==> src/rtl/issue_ctrl.sv <==
// -----------------------------------------------------------------------------
// issue_ctrl
//   Decode-to-execute issue controller for an in-order scalar pipeline.
//   Tracks the destination registers of instructions in EX, MEM and WB,
//   produces operand forwarding selects for the instruction sitting in decode,
//   inserts bubbles on load-use hazards and MEM back-pressure, and counts the
//   cycles in which a valid decoded instruction could not issue.
//
// Ports
//   clock, reset          core clock, synchronous active-high reset
//   id_valid / id_ready   decoder handshake; id_ready = issued into EX now
//   A_reg, A_reg_valid    source A index / instruction reads A
//   B_reg, B_reg_valid    source B index / instruction reads B
//   B_need_late           B is consumed in MEM (store data), not in EX
//   dest_reg(_valid)      destination index / instruction writes it
//   load_inst             instruction is a load
//   mem_stall             MEM cannot advance; the whole pipe holds
//   ex_valid              EX holds a real instruction (0 = bubble)
//   fwd_a_sel, fwd_b_sel  0 regfile, 1 EX, 2 MEM, 3 WB result
//   fwd_b_late            B is taken from the WB result while in MEM
//   stall_cycles          cycles with id_valid=1 and id_ready=0
// -----------------------------------------------------------------------------
module issue_ctrl #(
  parameter int CNT_WIDTH = 32
) (
  input  logic                 clock,
  input  logic                 reset,
  input  logic                 id_valid,
  output logic                 id_ready,
  input  logic [4:0]           A_reg,
  input  logic                 A_reg_valid,
  input  logic [4:0]           B_reg,
  input  logic                 B_reg_valid,
  input  logic                 B_need_late,
  input  logic [4:0]           dest_reg,
  input  logic                 dest_reg_valid,
  input  logic                 load_inst,
  input  logic                 mem_stall,
  output logic                 ex_valid,
  output logic [1:0]           fwd_a_sel,
  output logic [1:0]           fwd_b_sel,
  output logic                 fwd_b_late,
  output logic [CNT_WIDTH-1:0] stall_cycles
);

  localparam logic [1:0] SEL_RF  = 2'd0;
  localparam logic [1:0] SEL_EX  = 2'd1;
  localparam logic [1:0] SEL_MEM = 2'd2;
  localparam logic [1:0] SEL_WB  = 2'd3;

  // In-flight slots. A slot is only marked valid when it really produces a
  // register write to a non-zero register, so r0 never creates a hazard.
  logic       ex_slot_valid, mem_slot_valid, wb_slot_valid;
  logic [4:0] ex_slot_dest,  mem_slot_dest,  wb_slot_dest;
  logic       ex_slot_load,  mem_slot_load,  wb_slot_load;
  logic       ex_valid_reg;
  logic [CNT_WIDTH-1:0] stall_cnt_reg;

  // Source qualification: reading r0 never needs forwarding.
  logic a_chk, b_chk;
  logic a_ex, a_mem, a_wb;
  logic b_ex, b_mem, b_wb;
  logic load_use_stall;
  logic b_late_hit;

  assign a_chk = A_reg_valid && (A_reg != 5'd0);
  assign b_chk = B_reg_valid && (B_reg != 5'd0);

  assign a_ex  = a_chk && ex_slot_valid  && (ex_slot_dest  == A_reg);
  assign a_mem = a_chk && mem_slot_valid && (mem_slot_dest == A_reg);
  assign a_wb  = a_chk && wb_slot_valid  && (wb_slot_dest  == A_reg);
  assign b_ex  = b_chk && ex_slot_valid  && (ex_slot_dest  == B_reg);
  assign b_mem = b_chk && mem_slot_valid && (mem_slot_dest == B_reg);
  assign b_wb  = b_chk && wb_slot_valid  && (wb_slot_dest  == B_reg);

  // Store data from a load one ahead: the load result is in WB exactly when
  // the store reaches MEM, so no bubble is needed.
  assign b_late_hit = b_ex && ex_slot_load && B_need_late;

  assign load_use_stall = ex_slot_load && (a_ex || (b_ex && !B_need_late));

  assign id_ready   = id_valid && !mem_stall && !load_use_stall;
  assign fwd_b_late = b_late_hit;

  // Youngest producer wins: EX > MEM > WB > regfile.
  always_comb begin
    fwd_a_sel = SEL_RF;
    if (a_ex)       fwd_a_sel = SEL_EX;
    else if (a_mem) fwd_a_sel = SEL_MEM;
    else if (a_wb)  fwd_a_sel = SEL_WB;
  end

  always_comb begin
    fwd_b_sel = SEL_RF;
    if (b_late_hit)  fwd_b_sel = SEL_RF;
    else if (b_ex)   fwd_b_sel = SEL_EX;
    else if (b_mem)  fwd_b_sel = SEL_MEM;
    else if (b_wb)   fwd_b_sel = SEL_WB;
  end

  always_ff @(posedge clock) begin
    if (reset) begin
      ex_slot_valid  <= 1'b0;
      ex_slot_dest   <= 5'd0;
      ex_slot_load   <= 1'b0;
      mem_slot_valid <= 1'b0;
      mem_slot_dest  <= 5'd0;
      mem_slot_load  <= 1'b0;
      wb_slot_valid  <= 1'b0;
      wb_slot_dest   <= 5'd0;
      wb_slot_load   <= 1'b0;
      ex_valid_reg   <= 1'b0;
    end else if (!mem_stall) begin
      wb_slot_valid  <= mem_slot_valid;
      wb_slot_dest   <= mem_slot_dest;
      wb_slot_load   <= mem_slot_load;
      mem_slot_valid <= ex_slot_valid;
      mem_slot_dest  <= ex_slot_dest;
      mem_slot_load  <= ex_slot_load;
      // A bubble (id_ready=0) enters EX as an empty, non-load slot.
      ex_slot_valid  <= id_ready && dest_reg_valid && (dest_reg != 5'd0);
      ex_slot_dest   <= dest_reg;
      ex_slot_load   <= id_ready && load_inst;
      ex_valid_reg   <= id_ready;
    end
  end

  // mem_stall and load-use in the same cycle still count as one cycle.
  always_ff @(posedge clock) begin
    if (reset) begin
      stall_cnt_reg <= '0;
    end else if (id_valid && !id_ready) begin
      stall_cnt_reg <= stall_cnt_reg + {{(CNT_WIDTH-1){1'b0}}, 1'b1};
    end
  end

  assign ex_valid     = ex_valid_reg;
  assign stall_cycles = stall_cnt_reg;

endmodule

==> config.mk <==
export PLATFORM = sky130hd
export DESIGN_NAME = issue_ctrl
export DESIGN_NICKNAME = d
export VERILOG_FILES = /design/src/rtl/issue_ctrl.sv
export SDC_FILE = /design/constraint.sdc
export NUM_CORES = 1
export LEC_CHECK = 0
export BUFFER_PORTS_ARGS = -buffer_cell sky130_fd_sc_hd__clkbuf_2
export CORE_MARGIN = 2
export CORE_UTILIZATION = 40
export DETAILED_ROUTE_END_ITERATION = 10
export HOLD_SLACK_MARGIN = 0.15
export PLACE_DENSITY = 0.72
export RECOVER_POWER = 100
export SYNTH_ARGS = -nofsm -noshare
export SYNTH_HDL_FRONTEND = slang
export SYNTH_SLANG_ARGS = --single-unit
==> constraint.sdc <==
create_clock -name clock -period 4.9 [get_ports clock]
set_input_delay 0.98 -clock clock [delete_from_list [all_inputs] [get_ports clock]]
set_output_delay 0.98 -clock clock [all_outputs]
set_load 0.1 [all_outputs]
==> results of run 1 <==
metal layers:
layer | GRT usage | vias to the layer above | routed length, um
li1 | - | 1260 | -
met1 | 0.2590 | 1186 | 3271
met2 | 0.2815 | 58 | 2971
met3 | 0.03731 | 6 | 365
met4 | 0.04132 | 0 | 62
met5 | 0 | - | 0
path summary, 6_finish.rpt:
| path | to | depth (start not counted) | start | slack (ns) |
|---|---|---|---|---|
| worst max-delay path | id_ready | 8 | B_reg[1] | 0.55 |
| worst min-delay path | ex_valid | 2 | ex_valid | 0.47 |
| worst max register to register | stall_cycles[15] | 7 | ex_slot_dest[3] | 1.80 |
| worst min register to register | ex_valid | 2 | ex_valid | 0.47 |
area by class of cell:
class	count	area (sq um)	share of cell area
flip-flops and latches	52	1041	0.3251
clock inverters	2	12.51	0.003908
repair buffers	65	280.3	0.08753
well taps	96	120.1	0.03751
multi-input cells	249	1657	0.5174
inverters	6	22.52	0.007034
clock buffers	5	68.82	0.02149
synth_stat cells (2+ instances only):
| cell type | n |
|---|---|
| a2111oi_0 | 4 |
| a2111oi_2 | 9 |
| a211oi_1 | 9 |
| a21oi_1 | 9 |
| and3_1 | 2 |
| and4_1 | 3 |
| buf_1 | 2 |
| buf_2 | 3 |
| buf_6 | 2 |
| clkbuf_1 | 13 |
| dfxtp_1 | 52 |
| inv_1 | 6 |
| mux2i_1 | 17 |
| nand2_1 | 23 |
| nand2b_1 | 2 |
| nand3_1 | 10 |
| nand4_1 | 11 |
| nor2_1 | 51 |
| nor3_1 | 4 |
| nor4_1 | 4 |
| o21a_1 | 2 |
| o21ai_0 | 6 |
| o31ai_1 | 3 |
| o41ai_1 | 3 |
| or4_1 | 5 |
| or4b_1 | 3 |
| xnor2_1 | 43 |
| xor2_1 | 12 |
power by group:
part           internal, mW  leakage [nW]  switching (mW)
combinational        0.0313         0.605          0.0531
clock                0.0970        0.0400           0.138
sequential            0.429         0.421         0.00910
layout by cell type, fill, tap and decap left out, drive strengths merged, types with 2 or more instances in the layout:
cell	instances
nand4	11
dfxtp	52
a211oi	9
nand2	23
clkbuf	68
nand3	11
and2	2
and4	3
mux2i	17
and3	2
xor2	12
nor4	4
nand2b	2
nor3	4
buf	2
o21a	2
o31ai	3
o21ai	7
a21oi	10
a2111oi	13
o41ai	3
inv	6
nor2	51
xnor2	43
or4b	3
or4	6
worst min-delay path, stage by stage, from the launching register on:
cell     delay (ns)
dfxtp_1        0.32
nand2_1        0.06
a21oi_1        0.05
stage by stage:
| step | hold WS, ns | setup WS (ns) | util | instances |
|---|---|---|---|---|
| finish | 0.4679 | 0.5472 | 0.4661 | 475 |
| global route | 0.4956 | 0.3960 | 0.4661 | 475 |
| CTS | 0.4728 | 0.8619 | 0.4840 | 475 |
| detailed placement | 0.4593 | 0.8664 | 0.4721 | 468 |
| global placement | 0.4554 | 0.9097 | 0.4721 | 468 |
| floorplan | 0.4862 | 0.3960 | - | 327 |
kinds of logic after synthesis:
logic type | Yosys count
AOI/OAI and AO/OA | 51
xor gates and xnor gates | 55
adders and majority gates | 1
buffers and inverters | 26
DFF | 52
muxes | 17
and+or+nand+nor | 125
==> flow_metrics.py, run 1 <==
metrics = {
    "critical_path": {
        "cp_max_fo": 6,
        "worst-setup-path-type": "primary input to primary output",
        "critPathTopFamily": "compound AO/OA/AOI/OAI gates",
        "required_ns": 3.92,
        "max_stage_delay_ns": 0.55,
        "path_buf_inv": 3,
        "cpMostUsedCell": "or4_1",
        "crit_slowest_cell": "or4_1",
        "worstPathCellList": "clkbuf_1 > or4_1 > o21ai_0 > or4_1 > nand2_1 > a211o_1 > inv_1 > clkbuf_2",
        "arrival_ns": 3.37,
        "critPathLaunchType": "primary input",
        "worstSetupEndpointType": "primary output",
    },
    "sta": {
        "rsz0062_at_grt": "no",
        "finClkSkew_ns": 0.008273,
        "setup_viol": 0,
        "tns_ns": 0,
        "maxSlewViolCount": 0,
        "worst_pin_slew_ns": 1.468,
        "finalCritPeriodShare": 0.8883,
        "relSlewSlack": 0.02107,
        "max_freq_ghz": 0.2297,
        "min_period_ns": 4.353,
        "finalHoldViolCount": 0,
    },
    "floorplan": {
        "coreArea_sq_um": 6869,
        "die_x_um": 88.75,
        "num_io_pins": 63,
        "start_util": 0.4182,
        "dieArea_sq_um": 7876,
        "num_rows": 30,
        "die_y_um": 88.75,
    },
    "logic_synthesis": {
        "ys_ff_latch": 52,
        "synthCells": 327,
        "ys.flop_type": "dfxtp_1",
        "synth_simple_gate_area_frac": 0.2147,
        "synth_mux_area_frac": 0.05923,
        "synth_top_cell_by_area": "dfxtp_1",
        "synth.distinct_cells": 42,
        "synth.avg_cell_area_sq_um": 8.785,
        "yosys_warnings": 0,
        "synthDominantCellAreaShare": 0.3624,
        "async_flop_share": 0,
        "yosys-top-cells-area": "dfxtp_1, xnor2_1, nor2_1",
        "synth_top_family_by_area": "simple AND/OR/NAND/NOR gates",
        "mappedNetlistNets": 352,
        "synth_edf_count": 0,
        "synth_xor_area_frac": 0.1677,
        "synth_compound_gate_area_share": 0.1511,
        "yosysSeqAreaShare": 0.3624,
        "yosys.area_share.adder": 0.004355,
        "synth_area_sq_um": 2873,
    },
    "place": {
        "hpwl_mm": 4.845,
        "gp_congestion": 0.8234,
        "port_buffers": 62,
        "dpl_cell_area_sq_um": 3243,
    },
    "power_and_ir_drop": {
        "p_total_mw": 0.7575,
        "p_per_area_nw_per_um2": 236.6,
        "irDropWorstVdd_mv": 0.1138,
        "p_leak_nw": 1.066,
    },
    "run": {
        "max_cap_viol_count": 0,
    },
    "routing": {
        "drt_pass1_iterations": 4,
        "drt_drc_violations_left": 0,
        "wl_mm": 6.670,
        "viasPerCell": 5.284,
        "avgRoutedWirePerCell_um": 14.04,
        "vias": 2510,
        "drt.antenna.violating_nets": 0,
        "drt_iter0_markers": 148,
    },
    "hold_path": {
        "hold_path_class": "flop to flop",
    },
    "clocking": {
        "cts.clk_slew.worst_paths_ns": 0.08,
        "postCtsSetupRepairBufs": 0,
        "cts_tree": "yes",
        "cts_hold_buffers": 0,
        "clock_latency_ns": 0.31,
        "htree_levels": 2,
        "cts_buffers": 5,
        "cts_sinks": 52,
        "cts_root_buffer": "clkbuf_8",
        "clockBufferDepth": 2,
        "cts_resized": 0,
    },
    "grt": {
        "grt.total_usage": 0.1813,
        "grt_max_degree": 30,
        "antenna_found_initial": 0,
        "grt_pass1_vias": 2358,
        "grt_pass1_wl_mm": 11.36,
        "grt-ovfl-total": 0,
    },
    "final_layout": {
        "area_delta_synth_final_pct": 11.45,
        "antenna_cells": 0,
        "fin_area_sq_um": 3202,
        "finish.net_count": 404,
        "layout-drive-gt1-share": 0.09763,
        "fill_cells": 724,
        "largest_reg_flops": 32,
    },
    "outcome": {
        "status": "complete, no violations",
    },
}
Power figures use the tool's default switching activity.
==> run 2, diff against run 1 <==
Settings changed: BUFFER_PORTS_ARGS -buffer_cell sky130_fd_sc_hd__clkbuf_2 to unset, CELL_PAD_IN_SITES_DETAIL_PLACEMENT set to 0, CELL_PAD_IN_SITES_GLOBAL_PLACEMENT set to 1, DONT_BUFFER_PORTS set to 1, PLACE_DENSITY 0.72 to 0.79.
==> run 2 against run 1 <==
Net effect: critical path depth fell by 2; final cell count fell by 9.5%; maximum frequency is 2.1% higher; power down 2.4%; design area down 5.6%; largest power group unchanged; highest routed layer unchanged; clock skew rose by 0.0016 ns.
==> flow_metrics.py, run 2 (same netlist as run 1, synthesis figures left out) <==
metrics = {
    "clocking": {
        "cts_resized": 0,
        "cts_buffers": 5,
        "cts_hold_buffers": 0,
        "postCtsSetupRepairBufs": 0,
        "htree_levels": 2,
        "clockBufferDepth": 2,
        "cts_tree": "yes",
        "cts.clk_slew.worst_paths_ns": 0.08,
        "clock_latency_ns": 0.31,
        "cts_root_buffer": "clkbuf_8",
        "cts_sinks": 52,
    },
    "grt": {
        "grt_pass1_vias": 2309,
        "antenna_found_initial": 0,
        "grt-ovfl-total": 0,
        "grt_pass1_wl_mm": 11.36,
        "grt.total_usage": 0.1843,
        "grt_max_degree": 57,
    },
    "critical_path": {
        "max_stage_delay_ns": 0.87,
        "critPathLaunchType": "primary input",
        "required_ns": 3.92,
        "cpMostUsedCell": "o21ai_2",
        "worst-setup-path-type": "primary input to primary output",
        "worstPathCellList": "or4_1 > o21ai_2 > nor3_1 > or3_1 > o21ai_2 > clkbuf_1",
        "worstSetupEndpointType": "primary output",
        "crit_slowest_cell": "clkbuf_1",
        "arrival_ns": 3.28,
        "cp_max_fo": 6,
    },
    "final_layout": {
        "final_cell_mix": "dfxtp_1, nor2_1, xnor2_1",
        "fin_area_sq_um": 3023,
        "area_delta_synth_final_pct": 5.227,
        "largest_reg_flops": 32,
        "layout-drive-gt1-share": 0.04491,
        "fin_util": 0.4401,
        "final_cells": 430,
        "antenna_cells": 0,
        "final_common_cell": "dfxtp_1",
        "finish.net_count": 358,
    },
    "place": {
        "gp_congestion": 0.8694,
        "dpl_worst_slack_ns": 0.8771,
        "port_buffers": 0,
        "place_inst": 422,
        "hpwl_mm": 5.059,
        "dpl_cell_area_sq_um": 3077,
    },
    "hold_path": {
        "hold_path_class": "flop to flop",
    },
    "power_and_ir_drop": {
        "irDropWorstVdd_mv": 0.1095,
        "p_total_mw": 0.7392,
        "p_per_area_nw_per_um2": 244.5,
        "p_leak_nw": 0.9532,
    },
    "floorplan": {
        "start_util": 0.4182,
        "dieArea_sq_um": 7876,
        "coreArea_sq_um": 6869,
        "die_y_um": 88.75,
        "num_io_pins": 63,
        "num_rows": 30,
        "die_x_um": 88.75,
    },
    "routing": {
        "drt_drc_violations_left": 0,
        "avgRoutedWirePerCell_um": 15.95,
        "viasPerCell": 5.398,
        "vias": 2321,
        "drt_iter0_markers": 101,
        "drt.antenna.violating_nets": 0,
        "wl_mm": 6.860,
        "drt_pass1_iterations": 6,
    },
    "sta": {
        "worst_pin_slew_ns": 1.429,
        "maxSlewViolCount": 0,
        "min_period_ns": 4.265,
        "tns_ns": 0,
        "hold_slack_ns": 0.5514,
        "setup_viol": 0,
        "finClkSkew_ns": 0.009857,
        "finalHoldViolCount": 0,
        "finalCritPeriodShare": 0.8704,
        "relSlewSlack": 0.04756,
        "setup_ws_ns": 0.6352,
        "rsz0062_at_grt": "no",
        "max_freq_ghz": 0.2345,
    },
    "run": {
        "max_cap_viol_count": 0,
    },
    "outcome": {
        "status": "complete, no violations",
    },
}
## run 2: cell count changes in the layout (fill, tap and decap cells not counted), moves of 2 or more
cell,before,now
clkbuf_1,40,20
o21ai_2,0,2
o21ai_0,7,5
buf_4,2,0
clkbuf_2,23,1
## run 2: where the power goes
part           internal (mW)  total [mW]  switching (mW)
sequential             0.429       0.442          0.0135
combinational         0.0243      0.0537          0.0294
clock                  0.102       0.243           0.141
## run 2: final cells by class
type	instances	area, sq um
Clock buffer	7	76.32
Inverter	6	22.52
Timing Repair Buffer	19	72.57
Clock inverter	1	8.758
Multi-Input combinational cell	249	1682
Fill cell	716	3846
Sequential cell	52	1041
Tap cell	96	120.1
## run 2: layer usage
layer	wire, um	part of all wire	track usage	vias to the layer above
met4	67	0.0098	0.04408	0
li1	-	-	-	1175
met1	3121	0.45	0.2401	1095
met2	3217	0.47	0.3019	46
met5	0	0	0	-
met3	453	0.066	0.05224	5
## run 2: critical path: cells and delay by family
kind	cells	cell delay [ns]
buffers and inverters	1	0.87
AND/OR/NAND/NOR	3	1.04
AO/OA/AOI/OAI	2	0.40
## run 2: path summary, 6_finish.rpt
check | slack, ns | to | cells after the start | start
worst max-delay path | 0.64 | fwd_b_sel[0] | 6 | B_reg[1]
worst min-delay path | 0.55 | wb_slot_valid | 2 | wb_slot_valid
worst max register to register | 1.45 | stall_cycles[25] | 7 | stall_cycles[4]
worst min register to register | 0.55 | wb_slot_valid | 2 | wb_slot_valid
